===== src/rtl/demux1_2_4bit.sv =====
`default_nettype none
// ============================================================================
// Module   : demux1_2_4bit
// Purpose  : Registered 1-to-2 demultiplexer with an independent one-entry
//            valid/ready holding register per output (A when selection=1,
//            B when selection=0). Optional macro DEMUX_STATS_EN adds
//            per-output drain counters; otherwise a_count/b_count are 0.
// Revision : 1.0 - initial release
// ============================================================================
module demux1_2_4bit #(
    parameter int WIDTH     = 4,
    parameter int CNT_WIDTH = 8
) (
    input  logic                 clk,
    input  logic                 reset_n,
    input  logic [WIDTH-1:0]     in_data,
    input  logic                 in_valid,
    output logic                 in_ready,
    input  logic                 selection,
    output logic [WIDTH-1:0]     a_data,
    output logic                 a_valid,
    input  logic                 a_ready,
    output logic [WIDTH-1:0]     b_data,
    output logic                 b_valid,
    input  logic                 b_ready,
    output logic [CNT_WIDTH-1:0] a_count,
    output logic [CNT_WIDTH-1:0] b_count
);

    localparam logic [0:0] EMPTY = 1'b0;
    localparam logic [0:0] FULL  = 1'b1;

    logic [1:0] w_out_ready;
    logic       w_sel_open;
    logic       w_accept;

    assign w_out_ready = {b_ready, a_ready};

    // Only the selected side gates acceptance; the other side may be stalled.
    assign w_sel_open = selection ? (!a_valid || a_ready) : (!b_valid || b_ready);
    assign in_ready   = reset_n && w_sel_open;
    assign w_accept   = in_valid && in_ready;

    // Index 0 is output A (selection=1), index 1 is output B (selection=0).
    for (genvar gi = 0; gi < 2; gi++) begin : g_out
        logic [0:0]       r_state;
        logic [WIDTH-1:0] r_data;
        logic             w_load;
        logic             w_drain;

        assign w_load  = w_accept && (selection == (gi == 0));
        assign w_drain = (r_state == FULL) && w_out_ready[gi];

        always_ff @(posedge clk or negedge reset_n) begin
            if (!reset_n) begin
                r_state <= EMPTY;
                r_data  <= '0;
            end else begin
                case (r_state)
                    EMPTY: begin
                        if (w_load) begin
                            r_state <= FULL;
                            r_data  <= in_data;
                        end
                    end
                    FULL: begin
                        if (w_load) begin
                            r_data <= in_data;
                        end else if (w_drain) begin
                            r_state <= EMPTY;
                        end
                    end
                    default: r_state <= EMPTY;
                endcase
            end
        end

`ifdef DEMUX_STATS_EN
        logic [CNT_WIDTH-1:0] r_count;

        always_ff @(posedge clk or negedge reset_n) begin
            if (!reset_n) begin
                r_count <= '0;
            end else if (w_drain) begin
                r_count <= r_count + 1'b1;
            end
        end
`endif
    end

    assign a_data  = g_out[0].r_data;
    assign a_valid = (g_out[0].r_state == FULL);
    assign b_data  = g_out[1].r_data;
    assign b_valid = (g_out[1].r_state == FULL);

`ifdef DEMUX_STATS_EN
    assign a_count = g_out[0].r_count;
    assign b_count = g_out[1].r_count;
`else
    assign a_count = '0;
    assign b_count = '0;
`endif

endmodule
`default_nettype wire


===== config.mk =====
export PLATFORM = sky130hd
export DESIGN_NAME = demux1_2_4bit
export DESIGN_NICKNAME = d
export VERILOG_FILES = /design/src/rtl/demux1_2_4bit.sv
export SDC_FILE = /design/constraint.sdc
export NUM_CORES = 1
export LEC_CHECK = 0
export BUFFER_PORTS_ARGS = -buffer_cell sky130_fd_sc_hd__buf_4
export CAP_MARGIN = 20
export CORE_MARGIN = 2
export CORE_UTILIZATION = 39
export CTS_CLUSTER_SIZE = 40
export DETAILED_ROUTE_END_ITERATION = 10
export PLACE_DENSITY_LB_ADDON = 0.08
export SETUP_SLACK_MARGIN = 0.4
export SLEW_MARGIN = 25
export SYNTH_ARGS = -nofsm -noshare
export SYNTH_HDL_FRONTEND = slang
export SYNTH_SLANG_ARGS = --single-unit
export TNS_END_PERCENT = 100

===== constraint.sdc =====
create_clock -name clk -period 1.6 [get_ports clk]
set_input_delay 0.24 -clock clk [delete_from_list [all_inputs] [get_ports clk]]
set_output_delay 0.24 -clock clk [all_outputs]
set_load 0.05 [all_outputs]

==> out/qor.txt <==
status = finished, final reports clean
post-layout power = 1011 uW
utilization after layout = 58.94%
final antenna-violating net count = 0
Core Region = 1301 um^2
total number of vias = 355
CTS clk-pin slew, worst paths = 0.06 ns
Final HPWL DP = 654.3 um
DRC Markers = 0
Total GRT Usage = 11.23%
I/O Pins = 37
CTS sink cnt = 10
#FFs+latches synth = 10
Switch Pwr = 421.5 uW
layout cells sized above 1 = 57.14%
setup TNS = 0 ns
CP Launch Type = register
clk_lat worst skew = 0.26 ns
Post-Synthesis Cells = 45
Crit. End Element = primary output
die width = 41.53 um
filler cell count = 122
area grow syn2layout = 39.64%
unrepaired setup endpoints after global routing = true
register area share after synthesis = 45.56%
# port buffers = 20
top sig layer = met4
Pleak = 0.0003988 uW
vias in the first global route = 338
Die Y = 41.53 um
Clock Tree Root = clkbuf_4
Crit path required time = 1.36 ns
Setup Skew = 0.002105 ns
routed length on met1 = 381 um
n_diodes = 0
minimum clock period = 1.321 ns
Syn Area/Cell = 12.21 um^2
initial antenna violation count = 0
grt ovf = 0
power per cell area = 1318 nW/um^2
VDD IR max = 649.1 uV
synthesized area = 549.3 um^2
Max Cap Viol = 0
Die ar. = 1725 um^2
Post-Route WL = 900 um
first-pass GRT wire length = 1386 um
Cell variety after synth = 12
H-tree levels = 1
synth warn = 0
Placer Congestion = 0.6290
largest net degree at the start of global routing = 11
Non-Filler Instances = 85
Via density = 4.176
nets@finish = 81
DR pass1 iterations = 4
Cells after DPL = 79
endpoints failing hold = 0
P_int = 589.4 uW
CTS Buf Count = 3
CP Max Fanout = 3
Starting Density = 42.21%
metal3 WL = 76 um
average wire per standard cell = 10.59 um
Final Slew Violations = 0
initial DRC count = 2
register area = 252.7 um^2
Seq pwr share = 32.6%
Max Freq = 756.9 MHz
clock share of power = 21.8%
combinational power share = 45.6%
Clock Tree Buf Depth = 2
Finish-stage setup viols = 0
multi-input combinational cell area = 280.3 um^2
HP Class = in -> reg
Sw Share = 41.70%
final hold slack = 0.2172 ns
routed wl met2 = 437 um
row cnt = 13
CP arrival = 1.08 ns
Worst Path Class, Setup = reg -> out
TritonCTS clock tree = done
final period utilization = 82.57%
[final timing paths]
| path | startpoint | to | slack, ns | cells past startpoint |
|---|---|---|---|---|
| worst min register to register | a_data[3]$_DFFE_PN0P_ | a_data[3]$_DFFE_PN0P_ | 0.52 | 1 |
| min in group asynchronous | reset_n | a_data[3]$_DFFE_PN0P_ | 0.49 | 2 |
| max in group asynchronous | reset_n | a_valid$_DFF_PN0_ | 0.78 | 2 |
| worst max-delay path | b_valid$_DFF_PN0_ | in_ready | 0.28 | 3 |
| worst max register to register | b_valid$_DFF_PN0_ | b_data[0]$_DFFE_PN0P_ | 0.32 | 4 |
| worst min-delay path | in_data[1] | b_data[1]$_DFFE_PN0P_ | 0.22 | 2 |
[metrics by stage]
stage,area [um^2],setup slack [ns]
2_1_floorplan,623.1,0.2482
3_3_place_gp,671.9,0.2774
3_5_place_dp,671.9,0.2543
4_1_cts,759.5,0.2690
5_1_grt,767.0,0.2359
6_report,767.0,0.2788
[layout by cell type, fill, tap and decap left out]
| cell | n |
|---|---|
| o21ai_0 | 1 |
| clkbuf_8 | 1 |
| nand3b_1 | 1 |
| nand2b_4 | 1 |
| buf_4 | 19 |
| buf_6 | 1 |
| nand2b_1 | 1 |
| nor2b_4 | 1 |
| conb_1 | 16 |
| dfrtp_1 | 8 |
| dfrtp_2 | 2 |
| clkbuf_4 | 3 |
| dlygate4sd3_1 | 1 |
| nor3b_4 | 1 |
| mux2_4 | 8 |
| o211a_4 | 1 |
| buf_8 | 1 |
| nand3_2 | 1 |
| nand2_1 | 2 |
[critical path: stages (launching register included)]
cell and delay, ns:
dfrtp_2 0.38, nand2b_4 0.06, o211a_4 0.23, buf_8 0.14
[synthesized netlist by cell type, drive strengths merged]
| master | number | area (um^2) |
|---|---|---|
| o211a | 1 | 10.01 |
| dfrtp | 10 | 250.2 |
| nand3 | 1 | 10.01 |
| conb | 1 | 3.750 |
| mux2 | 8 | 90.09 |
| nor2b | 1 | 13.76 |
| nand3b | 1 | 7.510 |
| nand2 | 2 | 7.510 |
| nor3b | 1 | 18.77 |
| buf | 16 | 120.1 |
| o21ai | 1 | 5.000 |
| nand2b | 2 | 12.51 |
[power by group through the flow]
stage	Clock, uW	Combinational, uW	Sequential (uW)
4_1_cts	230	459	329
3_5_place_dp	0	439	330
5_1_grt	239	476	334
6_report	220	461	329
2_1_floorplan	0	187	495
3_3_place_gp	0	436	332
[layer usage]
layer,vias up,global-route usage [%]
li1,165,-
met1,169,12.50
met2,19,17.19
met3,2,3.478
met4,0,9.677
met5,-,0
[what timing repair did]
| action | 4_1_cts | 5_1_grt |
|---|---|---|
| hold buffers | 1 | 0 |
| endpoints found under the hold margin | 10 | 0 |
| setup buffers | 1 | 0 |
| setup endpoints to repair | 5 | 9 |
| pin swaps | 0 | 1 |
| gates resized for setup | 7 | 2 |
| gates cloned | 0 | 0 |
[kinds of logic (layout without fill, tap and decap cells)]
kind of cell,Yosys count,in the layout,share of synthesized area [%]
and+or+nand+nor,8,8,12.76
muxes,8,8,16.40
AOI/OAI and AO/OA,2,2,2.733
other,1,16,0.6827
DFF,10,10,45.56
buffers and inverters,16,26,21.87
[state kept, by name, indices dropped and copies added, names as in the netlist]
signal and flops:
b_valid 1, a_valid 1, b_data 4, a_data 4
[area by class of cell]
| type | count | share of cell area [%] |
|---|---|---|
| clock buffer | 4 | 4.731 |
| multi-input combinational | 34 | 36.54 |
| sequential | 10 | 32.95 |
| tap | 15 | 2.447 |
| timing repair buffer | 22 | 23.33 |
(Power assumes the default switching activity.)
